==> src/rtl/fifo_write_arbiter.sv <==
// fifo_write_arbiter
//   Round-robin, burst-locked arbiter that shares one async FIFO write port among NUM_REQ
//   requesters. A grant is held until the owner transfers a 'last' beat or MAX_BURST beats.
//   Every beat written to the FIFO is tagged with the owner's index in its upper IDW bits.
//   Lives entirely in the FIFO write-clock domain.
//
// Ports
//   clk                write-side clock
//   rst_n              asynchronous active-low reset
//   req_valid_i        per-requester beat valid
//   req_last_i         per-requester last beat of burst (qualified by valid)
//   req_data_i         requester r payload at [r*WIDTH +: WIDTH]
//   req_ready_o        per-requester accept; beat moves when valid && ready at posedge clk
//   fifo_full_i        FIFO full flag
//   fifo_wr_en_o       FIFO write enable
//   fifo_write_data_o  {owner id, payload} to the FIFO
//   grant_o            one-hot current owner, 0 when idle
//   busy_o             high while a burst is granted
module fifo_write_arbiter #(
    parameter int unsigned NUM_REQ   = 4,
    parameter int unsigned WIDTH     = 8,
    parameter int unsigned MAX_BURST = 8,
    localparam int unsigned IDW      = $clog2(NUM_REQ)
) (
    input  logic                     clk,
    input  logic                     rst_n,
    input  logic [NUM_REQ-1:0]       req_valid_i,
    input  logic [NUM_REQ-1:0]       req_last_i,
    input  logic [NUM_REQ*WIDTH-1:0] req_data_i,
    output logic [NUM_REQ-1:0]       req_ready_o,
    input  logic                     fifo_full_i,
    output logic                     fifo_wr_en_o,
    output logic [IDW+WIDTH-1:0]     fifo_write_data_o,
    output logic [NUM_REQ-1:0]       grant_o,
    output logic                     busy_o
);

    // beat_cnt only ever holds 0 .. MAX_BURST-1
    localparam int unsigned CW = (MAX_BURST > 1) ? $clog2(MAX_BURST) : 1;

    typedef enum logic [0:0] {
        StIdle,
        StBurst
    } state_e;

    state_e          state_q;
    logic [IDW-1:0]  rr_ptr_q;
    logic [IDW-1:0]  owner_q;
    logic [CW-1:0]   beat_cnt_q;

    // Round-robin search
    logic [2*NUM_REQ-2:0] valid_dbl;
    logic [NUM_REQ-1:0]   valid_rot;
    logic [IDW-1:0]       pick_off;
    logic [IDW:0]         pick_sum;
    logic [IDW-1:0]       pick_idx;
    logic                 pick_found;

    // Owner-side datapath
    logic                 burst;
    logic                 owner_valid;
    logic                 owner_last;
    logic [WIDTH-1:0]     owner_data;
    logic [NUM_REQ-1:0]   owner_onehot;
    logic                 transfer;
    logic                 burst_end;
    logic [IDW-1:0]       next_rr;

    // Rotate the valid vector so bit 0 is the requester at rr_ptr; the lowest set bit of the
    // rotated vector is then the round-robin winner, offset from rr_ptr.
    always_comb begin
        valid_dbl  = {req_valid_i[NUM_REQ-2:0], req_valid_i};
        valid_rot  = valid_dbl[rr_ptr_q +: NUM_REQ];
        pick_off   = '0;
        pick_found = 1'b0;
        for (int j = NUM_REQ - 1; j >= 0; j--) begin
            if (valid_rot[j]) begin
                pick_found = 1'b1;
                pick_off   = IDW'(j);
            end
        end
        pick_sum = {1'b0, rr_ptr_q} + {1'b0, pick_off};
        if (pick_sum >= (IDW+1)'(NUM_REQ)) begin
            pick_idx = IDW'(pick_sum - (IDW+1)'(NUM_REQ));
        end else begin
            pick_idx = IDW'(pick_sum);
        end
    end

    always_comb begin
        burst        = (state_q == StBurst);
        owner_valid  = req_valid_i[owner_q];
        owner_last   = req_last_i[owner_q];
        owner_data   = req_data_i[owner_q*WIDTH +: WIDTH];
        owner_onehot = {{(NUM_REQ-1){1'b0}}, 1'b1} << owner_q;
        transfer     = burst && owner_valid && !fifo_full_i;
        burst_end    = owner_last || (beat_cnt_q == CW'(MAX_BURST - 1));
        next_rr      = (owner_q == IDW'(NUM_REQ - 1)) ? '0 : owner_q + 1'b1;
    end

    always_ff @(posedge clk or negedge rst_n) begin
        if (!rst_n) begin
            state_q    <= StIdle;
            rr_ptr_q   <= '0;
            owner_q    <= '0;
            beat_cnt_q <= '0;
        end else begin
            unique case (state_q)
                StIdle: begin
                    if (pick_found) begin
                        owner_q    <= pick_idx;
                        beat_cnt_q <= '0;
                        state_q    <= StBurst;
                    end
                end
                StBurst: begin
                    // Full or an owner without valid simply holds everything.
                    if (transfer) begin
                        if (burst_end) begin
                            state_q    <= StIdle;
                            rr_ptr_q   <= next_rr;
                            beat_cnt_q <= '0;
                        end else begin
                            beat_cnt_q <= beat_cnt_q + 1'b1;
                        end
                    end
                end
                default: state_q <= StIdle;
            endcase
        end
    end

    always_comb begin
        busy_o            = burst;
        grant_o           = burst ? owner_onehot : '0;
        req_ready_o       = (burst && !fifo_full_i) ? owner_onehot : '0;
        fifo_wr_en_o      = transfer;
        fifo_write_data_o = burst ? {owner_q, owner_data} : '0;
    end

endmodule

==> config.mk <==
export PLATFORM = sky130hd
export DESIGN_NAME = fifo_write_arbiter
export DESIGN_NICKNAME = d
export VERILOG_FILES = /design/src/rtl/fifo_write_arbiter.sv
export SDC_FILE = /design/constraint.sdc
export NUM_CORES = 1
export LEC_CHECK = 0
export ABC_AREA = 1
export CAP_MARGIN = 40
export CORE_UTILIZATION = 40
export DETAILED_ROUTE_END_ITERATION = 16
export DONT_BUFFER_PORTS = 1
export GPL_ROUTABILITY_DRIVEN = 0
export GPL_TIMING_DRIVEN = 0
export PLACE_DENSITY_LB_ADDON = 0.3
export SLEW_MARGIN = 20
export SYNTH_ARGS = -nofsm -noshare
export SYNTH_HDL_FRONTEND = slang
export SYNTH_SLANG_ARGS = --single-unit
==> constraint.sdc <==
create_clock -name clk -period 2.7 [get_ports clk]
set_clock_uncertainty 0.05 [all_clocks]
set_input_delay 0.405 -clock clk [delete_from_list [all_inputs] [get_ports clk]]
set_output_delay 0.405 -clock clk [all_outputs]
set_load 0.005 [all_outputs]
# After elaboration in Yosys (flattened, before gate mapping)
# Cells that the tools add are included.
dict set report totals {
  register_bits 8
  latchBits 0
  mem_bits_rw 0
  rom_bits 0
  in_bits 43
  output_inout_bits 20
  elab_cells 51
  n_memories 0
}
dict set report op_classes {
  n_addsub 4
  multipliers 0
  div_mod_pow 0
  n_lt_le_gt_ge 2
  n_eq_ne 4
  shifts 3
  mux 25
  bitwise_logic 1
  n_reduce_logical 8
}
# operator count
set ops {}
lappend ops {{32-bit by 6-bit indexed part select with 8-bit output} 1}
lappend ops {{2-bit 2-to-1 mux} 6}
lappend ops {{10-bit 2-to-1 mux} 1}
lappend ops {{1-bit 2-to-1 mux} 9}
lappend ops {{3-bit 2-to-1 mux} 3}
lappend ops {{4-bit 2-to-1 mux} 2}
lappend ops {{7-bit by 3-bit indexed part select with 4-bit output} 1}
lappend ops {{3-bit case mux with 2 select lines} 1}
lappend ops {{1-bit binary-select mux with 2-bit select} 2}
lappend ops {{2-bit != test (second input constant)} 2}
lappend ops {{2-bit AND reduction} 2}
lappend ops {{1-bit by 2-bit left shift with 4-bit output (first input constant)} 1}
lappend ops {{2-bit by 2-bit adder with 3-bit output} 1}
lappend ops {{3-bit by 1-bit adder with 3-bit output (second input constant)} 1}
lappend ops {{3-bit equality test (second input constant)} 1}
lappend ops {{3-bit greater-or-equal comparator (second input constant)} 1}
lappend ops {{1-bit logical AND} 3}
lappend ops {{2-bit by 3-bit < comparator with 1-bit output (second input constant)} 1}
lappend ops {{3-bit AND reduction} 1}
lappend ops {{2-bit by 1-bit adder with 2-bit output (second input constant)} 1}
lappend ops {{2-bit equality test (second input constant)} 1}
lappend ops {{1-bit case mux with 2 select lines} 1}
lappend ops {{2-bit by 1-bit subtractor with 2-bit output (second input constant)} 1}
lappend ops {{1-bit logical NOT} 1}
lappend ops {{2 further kinds} 2}

# Depth between registers and ports, before layout
# Gate-level depths: netlist of run 1.
dict set report depth {
  depth_word 8
  depth_mapped 14
  depth_no_buf 14
}

# Worst setup path before layout of run 1
# OpenSTA, ideal clock, no wires.
dict set report synth_timing {
  path_type {flip-flop to flip-flop}
  start {register rr_ptr_q[0]}
  end {register owner_q[1]}
  setup_time_ns 0.113
  t_arrival_ns 1.587
  required_ns 2.537
  setup_slack_ns 0.950
  path_stages_with_launch 15
  n_path_buf 0
  synth_period_minus_slack_ns 1.750
  path_cell_list {dfrtp_1 -> inv_2 -> nand2_1 -> nand3_1 -> nand2_2 -> nand3_1 -> a21boi_0 -> ha_1 -> xor2_1 -> nand3b_1 -> nand2_1 -> inv_2 -> nand2_1 -> nand2_1 -> inv_1}
}
dict set report synth_via {
  elab_chain_len 8
  elab_cells_between_ends 14
  cone_classes {2 x add/sub; 1 x order compare; 1 x shift; 9 x mux; 1 x reduce/logical}
}
# element line_no
set synth_lines {}
lappend synth_lines {{from (decl)} 47} ;# logic [IDW-1:0] rr_ptr_q;
lappend synth_lines {{from (signal assigned)} 121} ;# rr_ptr_q <= next_rr;
lappend synth_lines {{7-bit by 3-bit indexed part select with 4-bit output} 73} ;# valid_rot = valid_dbl[rr_ptr_q +: NUM_REQ];
lappend synth_lines {{2-bit 2-to-1 mux (4 in series)} 77} ;# if (valid_rot[j]) begin
lappend synth_lines {{2-bit by 2-bit adder with 3-bit output} 82} ;# pick_sum = {1'b0, rr_ptr_q} + {1'b0, pick_off};
lappend synth_lines {{3-bit greater-or-equal comparator or 2-bit by 1-bit subtractor with 2-bit output (tied branches)} {83, 84}}
lappend synth_lines {{2-bit 2-to-1 mux} 83} ;# if (pick_sum >= (IDW+1)'(NUM_REQ)) begin
lappend synth_lines {{to (signal assigned)} 111} ;# owner_q <= pick_idx;
lappend synth_lines {{to (decl)} 48} ;# logic [IDW-1:0] owner_q;
# Several ways; a longest one is shown, not always the timed one.
# A chain may end at the register's enable or synchronous reset.

# Final worst setup path of run 1
dict set report layout_timing {
  start {register owner_q[0]}
  end {output port req_ready_o[2]}
}
dict set report layout_via {
  elab_chain_len 2
}
# element line_no
set layout_lines {}
lappend layout_lines {{1-bit by 2-bit left shift with 4-bit output} 95} ;# owner_onehot = {{(NUM_REQ-1){1'b0}}, 1'b1} << owner_q;
lappend layout_lines {{4-bit 2-to-1 mux} 136} ;# req_ready_o = (burst && !fifo_full_i) ? owner_onehot : '0;
lappend layout_lines {{to (decl)} 30} ;# output logic [NUM_REQ-1:0] req_ready_o,
# Every way passes these cells.

==> impl_metrics.toml, run 1 <==
[run_status]
status = "complete, no violations"

[critical_path]
cpLargestDelayFamily = "flip-flops"
critPathLaunchType = "flop"
cpMaxStageDelayCell = "dfrtp_1"
cp_slowest_stage_delay_ns = 0.47
cp_data_arrival_time_ns = 1.58
critical_path_buf_inv_count = 3
worstSetupEndpointType = "primary output"
path_max_fanout = 11
worstPathRequired_ns = 2.25
critical_path_class = "flop to primary output"
worstPathCellList = "inv_2 > buf_6 > buf_2 > ha_1 > nand2_1 > nor2_1"

[timing]
hold_violations = 0
period_needed_ns = 2.04
tns_ns = 0
holdWs_ns = 0.452
period_share_pct = 75.5
setup_viol_count_final = 0
clock.fmax_mhz = 491
rsz0062_at_grt = "false"
relSlewSlack_pct = 61.7
tightest_slew_ns = 0.575
slew_violations = 0

[detailed_routing]
route.detailed.drc = 0
wl_um = 2810
drt_iter0_drc = 11
wire_per_inst_um = 13.7
vias_per_cell = 5.42
drt-pass1-iter-count = 4
num_vias = 1116
drtAntennaViolNets = 0

[floorplanning]
ios = 63
chipHeight_um = 53.1
start_util_pct = 42.2
placement_rows = 18
dieArea_um2 = 2820
die_w_um = 53.1
core-area_um2 = 2480

[yosys]
synthMuxAreaShare_pct = 0
synthFlopType = "dfrtp_1"
synth.top_cells.by_count = "nor2_1 (42), nand2_1 (27), o21ai_1 (14)"
syn_inst = 172
synth-compound-area-share_pct = 19.1
synth.area.top_cells = "dfrtp_1 (19%), nor2_1 (15%), nand2_1 (9.7%)"
yosysWarningCount = 0
syn_area_um2 = 1050
synth_seq_area_share_pct = 19.1
syn-num-nets = 222
yosysMostFrequentCell = "nor2_1"
synth-seq-cells = 8
synth-edff-count = 0
yosys.area_share.adder_pct = 8.37
synth.largest_area_cell = "dfrtp_1"
synth_cell_types = 24
syn_area_per_cell_um2 = 6.08
synthSimpleGateAreaFrac_pct = 42.0
synth_top_family_by_area = "simple AND/OR/NAND/NOR gates"
synth_xor_area_share_pct = 0.837
synthArstFlopShare_pct = 100
synth_top_area_share_pct = 19.1

[power]
finalPower_mw = 1.38
ir_worst_vdd_mv = 0.481
leakagePower_nw = 0.582
powerDensity_nw_per_um2 = 1240

[global_route]
antenna_found_initial = 0
grt.met2_usage_pct = 40.5
grt_pass1_vias = 1034
grt_use_total_pct = 20.7
met3_usage_pct = 4.31
grt_busiest_layer = "met2"
grt_use_met1_pct = 21.6
grt_overflow_total = 0
grt_first_pass_wirelength_um = 4190
grt_max_degree = 12

[clock_network]
cts_buffers = 3
cts_tree = "built"
clock_latency_ns = 0.25
htree_levels = 1
clk_path_buf_depth = 2
ctsResizeCount = 0
clock_sinks = 8
clkTransAtPathRegs_ns = 0.06
root_buffer = "clkbuf_4"

[placed_design]
io_buffers = 0
dp_hpwl_um = 2290

[layout]
area_growth_pct = 6.70
fin_nets = 228
drive_gt1_share_pct = 15.9
fill_cells = 272
diodes = 0

[job]
cap_violations = 0

[hold_path]
hold_class = "input pin to async pin"
-- per-stage QoR --
step           area [µm²]  util (%)  instances  setup WS, ns
3_3_place_gp         1080      43.7        202         0.840
2_1_floorplan        1050         -        172         0.950
4_1_cts              1120      45.1        206         0.649
3_5_place_dp         1080      43.7        202         0.779
6_report             1120      45.1        206         0.662
5_1_grt              1120      45.1        206         0.497
-- worst register-to-register path, delay by kind of cell, from the launching register on --
kind,cells,cell delay (ns)
simple gates,8,0.64
flops,1,0.45
buf+inv,3,0.18
fa+ha+maj,1,0.18
xor+xnor,1,0.18
compound gates,1,0.16
-- flip-flops by register name, indices dropped and copies added (netlist names) --
name / flops
beat_cnt_q: 3
owner_q: 2
rr_ptr_q: 2
busy_o: 1
-- worst paths after layout --
| check | end | slack, ns | cells after the start | from |
|---|---|---|---|---|
| max in group asynchronous | beat_cnt_q[2] | 1.87 | 1 | rst_n |
| min in group clk | beat_cnt_q[2] | 0.45 | 4 | fifo_full_i |
| worst max-delay path | req_ready_o[2] | 0.66 | 6 | owner_q[0] |
| worst min register to register | beat_cnt_q[2] | 0.46 | 2 | beat_cnt_q[2] |
| worst min-delay path | rr_ptr_q[1] | 0.45 | 1 | rst_n |
| worst max register to register | owner_q[1] | 0.75 | 14 | rr_ptr_q[0] |
-- cells in the final DEF (no fill, tap or decap) --
master and n:
a21boi_0 1, a21oi_1 10, a21oi_4 1, buf_2 4, buf_4 2, buf_6 1
clkbuf_1 1, clkbuf_4 3, dfrtp_1 8, dlygate4sd3_1 1, ha_1 7, inv_1 11
inv_2 5, nand2_1 27, nand2_2 6, nand2_4 2, nand3_1 13, nand3b_1 1
nand4_1 3, nor2_1 42, nor2_2 1, nor2_4 2, o21ai_0 8, o21ai_1 14
o21ai_4 1, xor2_1 1
-- final cells by class --
cell class | instances | area (µm²) | area share (%)
clock buffer | 3 | 22.5 | 2.02
inverter | 16 | 60.1 | 5.38
tap | 30 | 37.5 | 3.36
multi-input combinational | 140 | 736 | 65.9
sequential | 8 | 200 | 17.9
timing repair buffer | 1 | 10.0 | 0.897
buffer | 8 | 50.0 | 4.48
-- kinds of logic (layout without fill, tap and decap cells) --
logic type	Yosys count	after routing
AOI/OAI and AO/OA	35	35
adders and majority gates	7	7
buffers and inverters	24	28
DFF	8	8
and+or+nand+nor	97	97
xor gates and xnor gates	1	1
-- repair_timing --
| action | in CTS | in global routing |
|---|---|---|
| hold buffers | 1 | 0 |
| endpoints found under the setup margin | 0 | 0 |
| buffers inserted | 0 | 0 |
| endpoints found under the hold margin | 8 | 0 |
-- where the power goes --
group / switching [mW] / internal, mW
sequential: 0.0650 / 0.167
clock: 0.0387 / 0.0507
combinational: 0.688 / 0.368
total: 0.792 / 0.587
-- metal layers --
layer / share of wire (%) / vias up
li1: - / 564
met1: 37 / 495
met3: 9.2 / 4
met5: 0 / -
met2: 52 / 53
met4: 1.4 / 0
Note: power is estimated with default switching activity, not from simulation.
==> run 2, diff against run 1 <==
==> constraint.sdc (replaced) <==
create_clock -name clk -period 1.8 [get_ports clk]
set_clock_uncertainty 0.05 [all_clocks]
set_input_delay 0.27 -clock clk [delete_from_list [all_inputs] [get_ports clk]]
set_output_delay 0.27 -clock clk [all_outputs]
set_load 0.005 [all_outputs]
==> impl_metrics.toml, run 2 (synthesis gave the netlist of run 1 again) <==
[layout]
area_growth_pct = 23.1
largest_reg_flops = 3
final_cell_mix = "nor2_1 (40), nand2_1 (22), o21ai_1 (14)"
layout_commonest_cell = "nor2_1"
fill_cells = 256
fin_util_pct = 52.0
fin_nets = 238
regMostFlops = "beat_cnt_q"
instances_no_fill = 216
biggestRegsByFlops = "beat_cnt_q: 3 flops, owner_q: 2 flops, rr_ptr_q: 2 flops"
drive_gt1_share_pct = 31.2
diodes = 0

[placed_design]
dp.cells = 202
dp_hpwl_um = 2290
io_buffers = 0

[timing]
tightest_slew_ns = 0.638
period_needed_ns = 1.85
setup_viol_count_final = 1
fin_ws_ns = -0.0524
clock.fmax_mhz = 540
period_share_pct = 103
rsz0062_at_grt = "true"
relSlewSlack_pct = 57.5
holdWs_ns = 0.315
slew_violations = 0
tns_ns = -0.0524
hold_violations = 0

[clock_network]
clk_path_buf_depth = 2
root_buffer = "clkbuf_4"
cts_buffers = 3
clock_latency_ns = 0.25
clock_sinks = 8
cts_tree = "built"
clkTransAtPathRegs_ns = 0.06
htree_levels = 1

[global_route]
antenna_found_initial = 0
grt_first_pass_wirelength_um = 4280
grt_max_degree = 12
grt_overflow_total = 0
grt_use_total_pct = 21.4
grt_pass1_vias = 1035

[floorplanning]
start_util_pct = 42.2
dieArea_um2 = 2820
core-area_um2 = 2480
die_w_um = 53.1
chipHeight_um = 53.1
ios = 63
placement_rows = 18

[critical_path]
timing.rr.end = "owner_q[1]"
worstSetupEndpointType = "flop"
ff2ff_path_depth = 13
critical_path_class = "flop to flop"
cp_data_arrival_time_ns = 1.95
startpoint = "rr_ptr_q[0]"
worstPathRequired_ns = 1.90
r2r_start = "rr_ptr_q[0]"
path_max_fanout = 6
r2r_setup_slack_ns = -0.05
cp-endpoint = "owner_q[1]"
critPathLaunchType = "flop"

[detailed_routing]
num_vias = 1162
wl_um = 3020
vias_per_cell = 5.38
drtAntennaViolNets = 0
drt-pass1-iter-count = 4
route.detailed.drc = 0
wire_per_inst_um = 14.0
drt_iter0_drc = 14

[power]
ir_worst_vdd_mv = 0.877
finalPower_mw = 2.47
leakagePower_nw = 0.650
powerDensity_nw_per_um2 = 1920

[run_status]
violations = "setup timing"
status = "finished, violations left"

[job]
cap_violations = 0

[hold_path]
hold_class = "input pin to flop"
==> run 2: changes by cell type in the layout (fill, tap and decap cells not counted), moves of 2 or more <==
cell	change
dfrtp_1	-3
nand3_2	+6
dfrtp_2	+3
a21oi_2	+2
buf_2	-2
nor2_1	-2
buf_6	+3
nor2_2	+2
nand2_2	+5
buf_4	+8
nand2_1	-5
a21oi_1	-2
nand3_1	-6
==> run 2: what timing repair did <==
action / 4_1_cts / 5_1_grt
hold buffers: 1 / 0
buffers inserted: 5 / 5
endpoints found under the hold margin: 8 / 0
pin swaps: 4 / 5
gates resized for setup: 9 / 19
cloned: 0 / 0
endpoints found under the setup margin: 13 / 11
==> run 2: worst min-delay path by stage <==
stage / startpoint / end / slack [ns] / cells past startpoint
after floorplan: rst_n / beat_cnt_q[0] / -0.08 / 0
after global placement: rst_n / beat_cnt_q[0] / -0.08 / 0
after detailed placement: rst_n / beat_cnt_q[0] / -0.08 / 0
after CTS: rst_n / owner_q[1] / 0.32 / 1
after global routing: rst_n / owner_q[1] / 0.34 / 1
final: fifo_full_i / beat_cnt_q[2] / 0.31 / 4
==> run 2: worst max-delay path: stages, from the launching register on <==
cell,delay (ns)
dfrtp_2,0.47
inv_4,0.11
nand2_2,0.06
nand3_1,0.09
nand2_2,0.08
a21boi_2,0.16
ha_2,0.18
xor2_1,0.17
nand3b_1,0.13
nand2_1,0.06
inv_2,0.04
nand2_1,0.04
nand2_1,0.06
inv_1,0.03
==> run 2: stage by stage <==
stage / cell area, µm² / setup slack [ns]
2_1_floorplan: 1050 / 0.0498
3_3_place_gp: 1080 / -0.0597
3_5_place_dp: 1080 / -0.121
4_1_cts: 1190 / -0.00813
5_1_grt: 1290 / -0.156
6_report: 1290 / -0.0524
==> run 2: cell type report <==
type / instances / area [µm²] / share of cell area, %
Inverter: 16 / 62.6 / 4.86
Multi-Input combinational cell: 140 / 797 / 61.9
Tap cell: 30 / 37.5 / 2.92
Sequential cell: 8 / 204 / 15.8
Buffer: 8 / 66.3 / 5.15
Timing Repair Buffer: 11 / 97.6 / 7.58
Clock buffer: 3 / 22.5 / 1.75
==> run 2: metal layers <==
metal  share of wire (%)  up-vias  global-route usage, %
met5                   0        -                      0
met4                0.76        0                   4.39
met3                 7.0        2                   4.31
met2                  52       46                   43.0
met1                  40      527                   22.1
li1                    -      587                      -
==> run 2: power breakdown <==
part           total (mW)  internal (mW)  switching, mW
clock network       0.133         0.0760         0.0571
registers           0.345          0.258         0.0870
logic                1.99          0.813           1.18
